==> src/rtl/keypad_scan_ctrl_if.sv <==
// -----------------------------------------------------------------------------
// keypad_scan_ctrl_if
//
// Purpose : bundles the keypad-facing and display-facing signals of the keypad
//           scan controller so the controller and its environment connect
//           through one port.
//
// Signals :
//   col        raw column sense, active-high, asynchronous to the clock
//   row        one-hot active-high row drive
//   key_valid  one-cycle pulse when a debounced press is accepted
//   key_held   high from acceptance until the debounced release completes
//   N1         newest key code {row_idx, col_idx}
//   N2         previous key code
//
// Modports:
//   master     the scan controller (reads col, drives everything else)
//   slave      the keypad / display side (drives col, reads everything else)
// -----------------------------------------------------------------------------
interface keypad_scan_ctrl_if;
   logic [3:0] col;
   logic [3:0] row;
   logic       key_valid;
   logic       key_held;
   logic [3:0] N1;
   logic [3:0] N2;

   modport master (
      input  col,
      output row,
      output key_valid,
      output key_held,
      output N1,
      output N2
   );

   modport slave (
      output col,
      input  row,
      input  key_valid,
      input  key_held,
      input  N1,
      input  N2
   );
endinterface

==> src/rtl/keypad_scan_ctrl.sv <==
// -----------------------------------------------------------------------------
// keypad_scan_ctrl
//
// Purpose : scans a 4x4 keypad one row at a time, synchronises the column
//           sense lines, debounces press and release, and keeps a two-deep
//           history of accepted key codes for the hex display.
//
// Ports   :
//   clk    system clock
//   reset  asynchronous, active-low reset
//   kp     keypad_scan_ctrl_if.master
//            kp.col        raw column sense (async, active-high)
//            kp.row        one-hot row drive
//            kp.key_valid  one-cycle pulse on debounced press acceptance
//            kp.key_held   high while the accepted key is still down
//            kp.N1 / kp.N2 newest / previous key code {row_idx, col_idx}
//
// Parameters:
//   SCAN_DIV    cycles each row is driven while scanning (>= 4)
//   DB_CYCLES   consecutive stable cycles to accept a press or release (>= 2)
//   RESET_CODE  reset value of both digit registers (13 = key '0')
// -----------------------------------------------------------------------------
module keypad_scan_ctrl #(
   parameter int unsigned SCAN_DIV   = 4,
   parameter int unsigned DB_CYCLES  = 8,
   parameter logic [3:0]  RESET_CODE = 4'd13
) (
   input logic                clk,
   input logic                reset,
   keypad_scan_ctrl_if.master kp
);

   localparam int unsigned DWELL_W = (SCAN_DIV  > 1) ? $clog2(SCAN_DIV)  : 1;
   localparam int unsigned DB_W    = (DB_CYCLES > 1) ? $clog2(DB_CYCLES) : 1;

   localparam logic [DWELL_W-1:0] DWELL_LAST = DWELL_W'(SCAN_DIV - 1);
   localparam logic [DB_W-1:0]    DB_LAST    = DB_W'(DB_CYCLES - 1);

   typedef enum logic [1:0] {
      SCAN     = 2'd0,
      PRESS_DB = 2'd1,
      HELD     = 2'd2,
      REL_DB   = 2'd3
   } state_t;

   // Column priority: the highest asserted column wins.
   function automatic logic [1:0] top_col(input logic [3:0] c);
      if (c[3]) begin
         return 2'd3;
      end else if (c[2]) begin
         return 2'd2;
      end else if (c[1]) begin
         return 2'd1;
      end else begin
         return 2'd0;
      end
   endfunction

   // Synchroniser
   logic [3:0] col_s1_q;
   logic [3:0] cs_q;

   // Controller state
   state_t             state_q,     state_d;
   logic [3:0]         row_q,       row_d;
   logic [1:0]         row_idx_q,   row_idx_d;
   logic [DWELL_W-1:0] dwell_q,     dwell_d;
   logic [DB_W-1:0]    db_q,        db_d;
   logic [1:0]         cap_row_q,   cap_row_d;
   logic [1:0]         cap_col_q,   cap_col_d;
   logic               key_valid_q, key_valid_d;
   logic               key_held_q,  key_held_d;
   logic [3:0]         n1_q,        n1_d;
   logic [3:0]         n2_q,        n2_d;

   // Helpers shared by every path that resumes scanning.
   logic [3:0] row_rot;
   logic [1:0] row_idx_inc;
   logic       col_hit;

   assign row_rot     = {row_q[2:0], row_q[3]};
   assign row_idx_inc = row_idx_q + 2'd1;
   // Only the captured column matters once a key has been latched; this is
   // what suppresses rollover while a key is held.
   assign col_hit     = cs_q[cap_col_q];

   // ---- stage: column synchroniser (two flops, all decisions use cs_q) ----
   always_ff @(posedge clk or negedge reset) begin
      if (!reset) begin
         col_s1_q <= 4'b0000;
         cs_q     <= 4'b0000;
      end else begin
         col_s1_q <= kp.col;
         cs_q     <= col_s1_q;
      end
   end

   // ---- stage: controller state register ----
   always_ff @(posedge clk or negedge reset) begin
      if (!reset) begin
         state_q     <= SCAN;
         row_q       <= 4'b0001;
         row_idx_q   <= 2'd0;
         dwell_q     <= '0;
         db_q        <= '0;
         cap_row_q   <= 2'd0;
         cap_col_q   <= 2'd0;
         key_valid_q <= 1'b0;
         key_held_q  <= 1'b0;
         n1_q        <= RESET_CODE;
         n2_q        <= RESET_CODE;
      end else begin
         state_q     <= state_d;
         row_q       <= row_d;
         row_idx_q   <= row_idx_d;
         dwell_q     <= dwell_d;
         db_q        <= db_d;
         cap_row_q   <= cap_row_d;
         cap_col_q   <= cap_col_d;
         key_valid_q <= key_valid_d;
         key_held_q  <= key_held_d;
         n1_q        <= n1_d;
         n2_q        <= n2_d;
      end
   end

   // ---- stage: next-state logic ----
   always_comb begin
      state_d     = state_q;
      row_d       = row_q;
      row_idx_d   = row_idx_q;
      dwell_d     = dwell_q;
      db_d        = db_q;
      cap_row_d   = cap_row_q;
      cap_col_d   = cap_col_q;
      key_valid_d = 1'b0;
      key_held_d  = key_held_q;
      n1_d        = n1_q;
      n2_d        = n2_q;

      unique case (state_q)
         SCAN: begin
            // Columns are only sampled on the last dwell cycle so the row
            // drive has had time to settle through the synchroniser.
            if (dwell_q == DWELL_LAST) begin
               dwell_d = '0;
               if (cs_q == 4'b0000) begin
                  row_d     = row_rot;
                  row_idx_d = row_idx_inc;
               end else begin
                  cap_row_d = row_idx_q;
                  cap_col_d = top_col(cs_q);
                  db_d      = '0;
                  state_d   = PRESS_DB;
               end
            end else begin
               dwell_d = dwell_q + 1'b1;
            end
         end

         PRESS_DB: begin
            if (col_hit) begin
               if (db_q == DB_LAST) begin
                  n2_d        = n1_q;
                  n1_d        = {cap_row_q, cap_col_q};
                  key_valid_d = 1'b1;
                  key_held_d  = 1'b1;
                  state_d     = HELD;
               end else begin
                  db_d = db_q + 1'b1;
               end
            end else begin
               // Bounce: drop the candidate and move on to the next row.
               row_d     = row_rot;
               row_idx_d = row_idx_inc;
               dwell_d   = '0;
               state_d   = SCAN;
            end
         end

         HELD: begin
            if (!col_hit) begin
               db_d    = '0;
               state_d = REL_DB;
            end
         end

         REL_DB: begin
            if (!col_hit) begin
               if (db_q == DB_LAST) begin
                  key_held_d = 1'b0;
                  row_d      = row_rot;
                  row_idx_d  = row_idx_inc;
                  dwell_d    = '0;
                  state_d    = SCAN;
               end else begin
                  db_d = db_q + 1'b1;
               end
            end else begin
               state_d = HELD;
            end
         end

         default: begin
            state_d = SCAN;
         end
      endcase
   end

   assign kp.row       = row_q;
   assign kp.key_valid = key_valid_q;
   assign kp.key_held  = key_held_q;
   assign kp.N1        = n1_q;
   assign kp.N2        = n2_q;

endmodule

==> src/flat_wrapper.sv <==
// flat-port wrapper written by rule: the top's interface ports become plain ports
module keypad_scan_ctrl_flat 
#(
   parameter int unsigned SCAN_DIV   = 4,
   parameter int unsigned DB_CYCLES  = 8,
   parameter logic [3:0]  RESET_CODE = 4'd13
)
  (clk, reset, kp_col, kp_row, kp_key_valid, kp_key_held, kp_N1, kp_N2);
  keypad_scan_ctrl_if kp_i ();
  input logic clk;
  input logic reset;
  input wire logic [$bits(kp_i.col)-1:0] kp_col;
  output wire logic [$bits(kp_i.row)-1:0] kp_row;
  output wire logic [$bits(kp_i.key_valid)-1:0] kp_key_valid;
  output wire logic [$bits(kp_i.key_held)-1:0] kp_key_held;
  output wire logic [$bits(kp_i.N1)-1:0] kp_N1;
  output wire logic [$bits(kp_i.N2)-1:0] kp_N2;
  assign kp_i.col = kp_col;
  assign kp_row = kp_i.row;
  assign kp_key_valid = kp_i.key_valid;
  assign kp_key_held = kp_i.key_held;
  assign kp_N1 = kp_i.N1;
  assign kp_N2 = kp_i.N2;
  keypad_scan_ctrl #(.SCAN_DIV(SCAN_DIV), .DB_CYCLES(DB_CYCLES), .RESET_CODE(RESET_CODE)) u_core (.clk(clk), .reset(reset), .kp(kp_i));
endmodule
==> config.mk <==
export PLATFORM = sky130hd
export DESIGN_NAME = keypad_scan_ctrl_flat
export DESIGN_NICKNAME = d
export VERILOG_FILES = /design/src/rtl/keypad_scan_ctrl_if.sv /design/src/rtl/keypad_scan_ctrl.sv /design/src/flat_wrapper.sv
export SDC_FILE = /design/constraint.sdc
export NUM_CORES = 1
export LEC_CHECK = 0
export ABC_AREA = 1
export CAP_MARGIN = 20
export CELL_PAD_IN_SITES_DETAIL_PLACEMENT = 1
export CELL_PAD_IN_SITES_GLOBAL_PLACEMENT = 1
export CORE_ASPECT_RATIO = 0.6
export CORE_MARGIN = 8
export CORE_UTILIZATION = 37
export CTS_CLUSTER_SIZE = 28
export DETAILED_ROUTE_END_ITERATION = 8
export PLACE_DENSITY_LB_ADDON = 0.1
export SYNTH_ARGS = -nofsm -noshare
export SYNTH_HDL_FRONTEND = slang
export SYNTH_SLANG_ARGS = --single-unit
export TNS_END_PERCENT = 10
==> constraint.sdc <==
create_clock -name clk -period 1.5 [get_ports clk]
set_input_delay 0.225 -clock clk [delete_from_list [all_inputs] [get_ports clk]]
set_output_delay 0.225 -clock clk [all_outputs]
set_load 0.02 [all_outputs]
==> out/metrics.cfg, run 1 <==
[timing]
max_freq_mhz = 682
setup_tns_ps = 0
rsz0062_at_grt = yes
min_period_ps = 1470
max_slew.worst_pin.slew_ps = 309
drv_slew = 0
finalCritPeriodShare_pct = 97.7
slew_headroom_pct = 79.4
hold_viol_final = 0
finalSetupViolCount = 0
worst_clock_skew_ps = 3.98
hold_ws_ps = 310

[layout]
post_route_cells_drive_above_1_share_pct = 20.8
final_util_pct = 49.1
seq_area_sq_um = 887
nets = 216
multi_input_area_sq_um = 618
area_growth_pct = 29.4
layout_commonest_cell = nand2_1
stdcell_area_sq_mm = 0.00199
final_cell_mix = nand2_1 (68), dfrtp_1 (26), inv_1 (14)
n_antenna_cell = 0
nFillCells = 475

[detailed_routing]
wl_mm = 3.66
wl_met3_microns = 124
wl_met2_mm = 1.72
drtIter0Drc = 26
final_antenna_net_count = 0
first_pass_iters = 4
top_layer_used = met4
wl_met1_mm = 1.78
drc = 0
vias = 1249
via_per_inst = 4.86
wl_per_cell_microns = 14.2

[placement]
io_buffers = 19
placed_cell_area_sq_mm = 0.00185
hpwlAfterDp_mm = 2.68
gp_congestion = 0.736

[power_and_ir_drop]
p_total_mw = 3.31
ir_drop_mv = 0.790
leakagePower_nw = 1.11
p_per_area_mw_per_mm2 = 1660

[setup_path]
worstPathRequired_ps = 1670
critPathCaptureType = flop
critPathLaunchType = flop
cp_max_fo = 4
crit_arrival_ps = 1640
r2r_slack_ps = 30
path_class = reg -> reg

[cts]
clockBufferDepth = 2
clkSinkCount = 35
clock_latency_ps = 280
htreeDepth = 2
cts_root_buffer = clkbuf_8
cts_made_buffers = 5
tritoncts = built
clkTransAtPathRegs_ps = 80
ctsHoldBuffers = 0

[grt]
grt.overflow.total = 0
grt_pass1_wl_mm = 6.44
grt_max_degree = 36
first_global_vias = 1356
antenna_found_initial = 0
grt_usage_pct = 12.4

[floorplanning]
die_y_microns = 66.0
num_rows = 18
die_width_microns = 99.3
start_util_pct = 38.0
die_area_sq_mm = 0.00655
io_pins = 20
coreArea_sq_mm = 0.00405

[synthesis]
ys_ff_latch = 35
ys_types = 20
syn_nets = 183
synth_simple_gate_area_share_pct = 28.2
synth-adder-area-share_pct = 3.25
ys_seq_area_share_pct = 57.5
synth_xor_area_share_pct = 0.569
synth_top_family_by_area = simple AND/OR/NAND/NOR gates
synth_compound_area_share_pct = 5.04
avgSynthCellArea_sq_um = 8.90
netlist_instances = 173
netlist_area_sq_mm = 0.00154
ys_warn_count = 0
synthMuxAreaShare_pct = 0

[run]
cap_violations = 0

[hold_path]
min-delay-path-class = in -> async

[outcome]
status = finished, final reports clean

[per-stage QoR]
stage / worst slack [ps] / cells
2_1_floorplan: 85.9 / 173
3_3_place_gp: 34.1 / 248
3_5_place_dp: -96.3 / 248
4_1_cts: -11.6 / 256
5_1_grt: -87.0 / 257
6_report: 34.3 / 257
[worst max-delay path, cell delays in order (launching register included)]
cell,delay [ps]
dfrtp_1,390
inv_2,60
nand2_1,70
nand3_2,110
buf_4,180
nand3_1,90
nand3_1,150
o21ai_0,230
nand2_1,70
[state kept, by name (all words and copies together), names as in the netlist, named ones only]
register / cells
u_core.col_s1_q: 4
u_core.kp.row: 4
u_core.kp.key_valid: 1
u_core.kp.key_held: 1
u_core.dwell_q: 2
u_core.kp.N2: 4
u_core.cap_row_q: 2
u_core.cs_q: 4
u_core.state_q: 1
u_core.cap_col_q: 2
u_core.row_idx_q: 2
u_core.db_q: 3
u_core.kp.N1: 4
[cells by family after synthesis]
family          count (synthesis)
simple gates                   98
buf+inv                        20
xor+xnor                        1
flops                          35
fa+ha+maj                       4
compound gates                 15
[metal layers]
metal | up-vias | global-route usage (%)
met1 | 624 | 15.7
met3 | 4 | 3.89
met2 | 12 | 20.2
met4 | 0 | 3.37
li1 | 609 | -
met5 | - | 0
[report_power, final]
| part | switching, mW | internal (mW) |
|---|---|---|
| Clock | 0.363 | 0.323 |
| Sequential | 0.182 | 1.12 |
| Combinational | 0.834 | 0.483 |
| Total | 1.38 | 1.93 |
[path summary, 6_finish.rpt]
check | endpoint | startpoint | depth (start not counted)
max in group asynchronous | u_core.kp.N2[2]$_DFFE_PN1P_ | reset | 2
min in group clk | u_core.cs_q[3]$_DFF_PN0_ | u_core.col_s1_q[3]$_DFF_PN0_ | 0
worst max register to register | u_core.db_q[2]$_DFFE_PN0P_ | u_core.cap_col_q[0]$_DFFE_PN0P_ | 8
worst min register to register | u_core.cs_q[3]$_DFF_PN0_ | u_core.col_s1_q[3]$_DFF_PN0_ | 0
worst max-delay path | u_core.db_q[2]$_DFFE_PN0P_ | u_core.cap_col_q[0]$_DFFE_PN0P_ | 8
worst min-delay path | u_core.dwell_q[0]$_DFFE_PN0P_ | reset | 2
[area by class of cell]
class,instances,area share [%]
Sequential cell,35,44.5
Multi-Input combinational cell,118,31.0
Timing Repair Buffer,29,13.5
Clock buffer,5,3.45
Inverter,17,3.33
Tap cell,50,3.14
Clock inverter,3,1.01
[Yosys cell counts]
library cell	instances	area share, %
ha_1	4	3.3
dfrtp_1	28	46
o21ai_1	3	0.98
nand3_2	2	1.3
nand4_1	1	0.41
inv_2	2	0.49
dfstp_2	7	12
nor2_1	9	2.2
nand4_2	1	0.81
o31ai_1	1	0.49
a21oi_1	1	0.32
nor3_4	1	1.1
nand3_1	12	3.9
o21ai_0	10	3.3
xnor2_1	1	0.57
buf_4	2	0.98
buf_2	1	0.32
inv_1	15	3.7
nand2_1	70	17
nand2_4	2	1.5
[repair_timing]
action / in CTS / in global routing
cloned: 0 / 0
pin swaps: 1 / 2
resized for setup: 14 / 14
endpoints found under the setup margin: 18 / 18
buffers inserted: 0 / 1
Power figures use the tool's default switching activity.
==> run 2: changes to the inputs <==
--- a/config.mk
+++ b/config.mk
@@ -14,6 +14,7 @@
 export CORE_UTILIZATION = 37
 export CTS_CLUSTER_SIZE = 28
 export DETAILED_ROUTE_END_ITERATION = 8
+export GPL_TIMING_DRIVEN = 0
 export PLACE_DENSITY_LB_ADDON = 0.1
 export SYNTH_ARGS = -nofsm -noshare
 export SYNTH_HDL_FRONTEND = slang
==> run 2 against run 1 <==
Combinational power up 11%. Flip-flop and latch count unchanged. Sequential power down 4%. Design area up 2.1%. Critical endpoint is now u_core.row_idx_q[1]$_DFFE_PN0P_. Highest routed layer unchanged.
==> out/metrics.cfg, run 2 (synthesis gave the netlist of run 1 again) <==
[timing]
hold_viol_final = 0  ; unchanged
worst_clock_skew_ps = 7.59  ; +3.62 ps
max_freq_mhz = 679  ; -0.48%
finalCritPeriodShare_pct = 98.2  ; +0.47 points
drv_slew = 0  ; unchanged
min_period_ps = 1470  ; +7.01 ps
max_slew.worst_pin.slew_ps = 776  ; +466 ps
finalSetupViolCount = 0  ; unchanged
slew_headroom_pct = 48.3  ; -31 points
rsz0062_at_grt = yes
hold_ws_ps = 9.06  ; -301 ps

[setup_path]
endpoint = u_core.row_idx_q[1]$_DFFE_PN0P_
critical_path.startpoint = u_core.db_q[0]$_DFFE_PN0P_
cp_max_fo = 8  ; +4
critPathLaunchType = flop
rr_worst_depth = 7  ; -1
r2r_start = u_core.db_q[0]$_DFFE_PN0P_
crit_arrival_ps = 1640  ; about the same
path_class = reg -> reg
r2r_slack_ps = 30  ; about the same
worstPathRequired_ps = 1670  ; about the same
worst_r2r_endpoint = u_core.row_idx_q[1]$_DFFE_PN0P_
critPathCaptureType = flop

[cts]
clock_latency_ps = 290  ; about the same
htreeDepth = 2  ; unchanged
clkSinkCount = 35  ; unchanged
cts_made_buffers = 5  ; unchanged
ctsHoldBuffers = 0  ; unchanged
clkTransAtPathRegs_ps = 70  ; about the same
tritoncts = built
cts_root_buffer = clkbuf_8
clockBufferDepth = 2  ; unchanged

[grt]
grt_usage_pct = 12.1  ; -0.38 points
first_global_vias = 1337  ; -1.4%
grt_max_degree = 36  ; unchanged
antenna_found_initial = 0  ; unchanged
grt_pass1_wl_mm = 6.23  ; -3.3%
grt.overflow.total = 0  ; unchanged

[detailed_routing]
drc = 0  ; unchanged
drtIter0Drc = 57  ; +120%
first_pass_iters = 4  ; unchanged
wl_per_cell_microns = 14.8  ; +4.2%
vias = 1249  ; unchanged
final_antenna_net_count = 0  ; unchanged
via_per_inst = 4.94  ; +1.6%
wl_mm = 3.75  ; +2.6%

[floorplanning]
num_rows = 18  ; unchanged
start_util_pct = 38.0  ; unchanged
coreArea_sq_mm = 0.00405  ; unchanged
die_y_microns = 66.0  ; unchanged
die_area_sq_mm = 0.00655  ; unchanged
io_pins = 20  ; unchanged
die_width_microns = 99.3  ; unchanged

[power_and_ir_drop]
ir_drop_mv = 0.773  ; -2.0%
leakagePower_nw = 1.12  ; +0.79%
clkPwrFrac_pct = 24.4  ; +3.7 points
power_frac_comb_pct = 40.5  ; +0.7 points
p_sw_share_pct = 39.9  ; -1.8 points
internal-power_mw = 2.17  ; +12%
switchingPower_mw = 1.44  ; +4.1%
p_per_area_mw_per_mm2 = 1770  ; +6.7%
p_seq_share_pct = 35.0  ; -4.5 points

[outcome]
status = finished, final reports clean

[hold_path]
min-delay-path-class = in -> async

[layout]
final_util_pct = 50.2  ; +1.0 points
nets = 212  ; -1.9%
layout_commonest_cell = nand2_1
post_route_cells_drive_above_1_share_pct = 20.2  ; -0.58 points
final_cell_mix = nand2_1 (67), dfrtp_1 (28), inv_1 (14)
n_antenna_cell = 0  ; unchanged
nFillCells = 464  ; -2.3%
area_growth_pct = 32.1

[placement]
gp_congestion = 0.759  ; +3.1%
io_buffers = 19  ; unchanged
hpwlAfterDp_mm = 2.60  ; -3.1%

[run]
cap_violations = 0  ; unchanged

==> run 2: changes by cell type in the layout (fill, tap and decap cells not counted), moves of 3 or more <==
cell | before | now
nand3_4 | 0 | 3
o21ai_0 | 9 | 6
buf_4 | 9 | 3
nand3_2 | 3 | 0
==> run 2: how the worst min path moves through the flow <==
stage	start	end	slack, ps
final	reset	async pin	9
after global routing	reset	async pin	80
after CTS	reset	u_core.cap_row_q[0]$_DFFE_PN0P_	40
after detailed placement	u_core.col_s1_q[3]$_DFF_PN0_	u_core.cs_q[3]$_DFF_PN0_	340
after global placement	u_core.col_s1_q[0]$_DFF_PN0_	u_core.cs_q[0]$_DFF_PN0_	340
after floorplan	reset	async pin	-70
==> run 2: area by class of cell <==
| cell class | count | area [sq um] | share of cell area [%] |
|---|---|---|---|
| Sequential cell | 35 | 885 | 43.5 |
| Multi-Input combinational cell | 118 | 664 | 32.7 |
| Timing Repair Buffer | 22 | 211 | 10.4 |
| Clock buffer | 6 | 82.6 | 4.06 |
| Inverter | 17 | 68.8 | 3.38 |
| Tap cell | 50 | 62.6 | 3.08 |
| Clock inverter | 2 | 35.0 | 1.72 |
| Buffer | 3 | 23.8 | 1.17 |
==> run 2: power by group through the flow <==
stage,clock network (mW),logic (mW),registers [mW]
after floorplan,0,0.852,1.23
after global placement,0,1.08,1.25
after detailed placement,0,1.14,1.26
after CTS,0.903,1.24,1.25
after global routing,0.943,1.64,1.28
final,0.881,1.46,1.26
==> run 2: metal layers <==
metal	part of all wire [%]	track usage (%)	routed length, microns	vias to the layer above
met5	0	0	0	-
met3	3.8	3.99	144	10
met2	48	19.7	1790	16
met4	2.1	5.24	77	0
met1	46	14.4	1740	625
li1	-	-	-	598
==> run 2: repair_timing <==
item,in CTS,in global routing
buffers inserted,0,3
setup endpoints to repair,26,24
gates resized for setup,16,23
pin swaps,1,7
==> run 2: through the flow <==
step | setup TNS (ps) | instances | instance area [sq um] | worst slack [ps] | power [mW]
floorplan | 0 | 173 | 1540 | 85.9 | 2.09
global placement | -16630 | 242 | 1790 | -520 | 2.32
detailed placement | -1220 | 242 | 1790 | -139 | 2.40
CTS | -518 | 250 | 1920 | -108 | 3.39
global route | -668 | 253 | 2030 | -64.9 | 3.87
finish | 0 | 253 | 2030 | 27.3 | 3.60
==> run 2: critical path: stages (launching register included) <==
cell	delay [ps]
dfrtp_1	420
ha_4	180
ha_4	160
inv_4	50
o21ai_4	170
nand4_4	200
nand2_1	110
o21ai_1	70
==> run 3: changes to the inputs <==
--- a/config.mk
+++ b/config.mk
@@ -12,9 +12,11 @@
 export CORE_ASPECT_RATIO = 0.6
 export CORE_MARGIN = 8
 export CORE_UTILIZATION = 37
+export CTS_CLUSTER_DIAMETER = 120
 export CTS_CLUSTER_SIZE = 28
 export DETAILED_ROUTE_END_ITERATION = 8
 export GPL_TIMING_DRIVEN = 0
+export HOLD_SLACK_MARGIN = 0.05
 export PLACE_DENSITY_LB_ADDON = 0.1
 export SYNTH_ARGS = -nofsm -noshare
 export SYNTH_HDL_FRONTEND = slang
==> run 3 against run 2 <==
Worst setup slack improved by 1.1 ps. Via count barely moved. Critical endpoint unchanged. Die area is the same. Core utilization is 0.25 points higher.
==> out/metrics.cfg, run 3 (synthesis gave the netlist of run 1 again) <==
[outcome]
status = finished, final reports clean

[floorplanning]
io_pins = 20  ; unchanged
num_rows = 18  ; unchanged
die_area_sq_mm = 0.00655  ; unchanged
start_util_pct = 38.0  ; unchanged
die_width_microns = 99.3  ; unchanged
die_y_microns = 66.0  ; unchanged
coreArea_sq_mm = 0.00405  ; unchanged

[hold_path]
min-delay-path-class = reg -> reg

[grt]
grt.overflow.total = 0  ; unchanged
grt_max_degree = 36  ; unchanged
first_global_vias = 1341  ; +0.30%
grt_pass1_wl_mm = 6.29  ; +1.0%
grt_usage_pct = 12.2  ; +0.16 points
antenna_found_initial = 0  ; unchanged

[layout]
n_antenna_cell = 0  ; unchanged
nFillCells = 461  ; -0.65%
nets = 213  ; +0.47%
layout_commonest_cell = nand2_1
final_util_pct = 50.4  ; +0.25 points
finalNonFillerCells = 254  ; +0.40%
final_cell_mix = nand2_1 (67), dfrtp_1 (28), inv_1 (14)
post_route_cells_drive_above_1_share_pct = 20.1  ; -0.099 points
area_growth_pct = 32.8

[setup_path]
worstPathRequired_ps = 1670  ; about the same
critPathCaptureType = flop
path_class = reg -> reg
crit_arrival_ps = 1640  ; about the same
critPathLaunchType = flop
cp_max_fo = 8  ; unchanged

[placement]
io_buffers = 19  ; unchanged
dp_cells = 242  ; unchanged
hpwlAfterDp_mm = 2.60  ; unchanged
gp_congestion = 0.759  ; unchanged

[power_and_ir_drop]
p_per_area_mw_per_mm2 = 1760  ; -0.49%
leakagePower_nw = 1.12  ; +0.37%
ir_drop_mv = 0.773  ; about the same

[timing]
finalCritPeriodShare_pct = 98.1  ; about the same
setup_tns_ps = 0  ; unchanged
worst_clock_skew_ps = 7.65  ; +0.0534 ps
max_freq_mhz = 680  ; about the same
drv_slew = 0  ; unchanged
rsz0062_at_grt = yes
min_period_ps = 1470  ; -1.14 ps
finalSetupViolCount = 0  ; unchanged
hold_viol_final = 0  ; unchanged
slew_headroom_pct = 48.2  ; -0.11 points
max_slew.worst_pin.slew_ps = 777  ; +1.61 ps

[cts]
tritoncts = built
clkTransAtPathRegs_ps = 70  ; about the same
cts_root_buffer = clkbuf_8
cts_made_buffers = 5  ; unchanged
clock_latency_ps = 290  ; about the same
clkSinkCount = 35  ; unchanged
htreeDepth = 2  ; unchanged
clockBufferDepth = 2  ; unchanged

[detailed_routing]
wl_mm = 3.81  ; +1.4%
final_antenna_net_count = 0  ; unchanged
first_pass_iters = 4  ; unchanged
drc = 0  ; unchanged
via_per_inst = 4.91  ; -0.47%
drtIter0Drc = 35  ; -39%
wl_per_cell_microns = 15.0  ; +1.0%
vias = 1248  ; -0.080%

[run]
cap_violations = 0  ; unchanged

[run 3: report_power, final]
part / internal (mW) / switching (mW) / total, mW
Combinational: 0.512 / 0.948 / 1.46
Clock: 0.538 / 0.343 / 0.881
Sequential: 1.12 / 0.143 / 1.26
Total: 2.17 / 1.43 / 3.60
[run 3: final cells by class]
class	instances	area [sq um]	share of cell area, %
buffer	3	23.8	1.16
clock buffer	6	82.6	4.04
clock inverter	2	35.0	1.71
inverter	17	68.8	3.37
multi-input combinational	118	664	32.5
sequential	35	885	43.3
tap	50	62.6	3.06
timing repair buffer	23	221	10.8
[run 3: worst max-delay path: stages (launching register included)]
cell     delay, ps
dfrtp_1        420
ha_4           180
ha_4           160
inv_4           40
o21ai_4        170
nand4_4        200
nand2_1        110
o21ai_1         70
[run 3: worst paths after layout]
path | cells past startpoint | startpoint | to | slack, ps
worst min register to register | 0 | u_core.col_s1_q[3]$_DFF_PN0_ | u_core.cs_q[3]$_DFF_PN0_ | 350
min in group asynchronous | 2 | reset | async pin | 590
worst min-delay path | 0 | u_core.col_s1_q[3]$_DFF_PN0_ | u_core.cs_q[3]$_DFF_PN0_ | 350
max in group asynchronous | 2 | reset | u_core.cap_row_q[1]$_DFFE_PN0P_ | 410
worst max register to register | 7 | u_core.db_q[0]$_DFFE_PN0P_ | u_core.row_idx_q[1]$_DFFE_PN0P_ | 30
worst max-delay path | 7 | u_core.db_q[0]$_DFFE_PN0P_ | u_core.row_idx_q[1]$_DFFE_PN0P_ | 30
[run 3: routing by layer]
metal,up-vias,wire length [microns],GRT usage [%]
li1,599,-,-
met3,10,144,3.99
met4,0,77,5.24
met1,623,1760,14.5
met2,16,1820,20.1
met5,-,0,0
[run 3: timing repair]
action | 4_1_cts | 5_1_grt
buffers inserted | 0 | 3
endpoints found under the setup margin | 26 | 24
hold endpoints to repair | 28 | 0
hold buffers | 1 | 0
resized for setup | 16 | 23
pin swaps | 1 | 7
[run 3: per-stage QoR]
step / total power [mW] / hold slack (ps) / cell area, sq um / setup WS, ps
6_report: 3.60 / 351 / 2040 / 28.4
5_1_grt: 3.87 / 358 / 2040 / -64.9
4_1_cts: 3.39 / 352 / 1930 / -108
3_5_place_dp: 2.40 / 336 / 1790 / -139
3_3_place_gp: 2.32 / 336 / 1790 / -520
2_1_floorplan: 2.09 / -70.6 / 1540 / 85.9
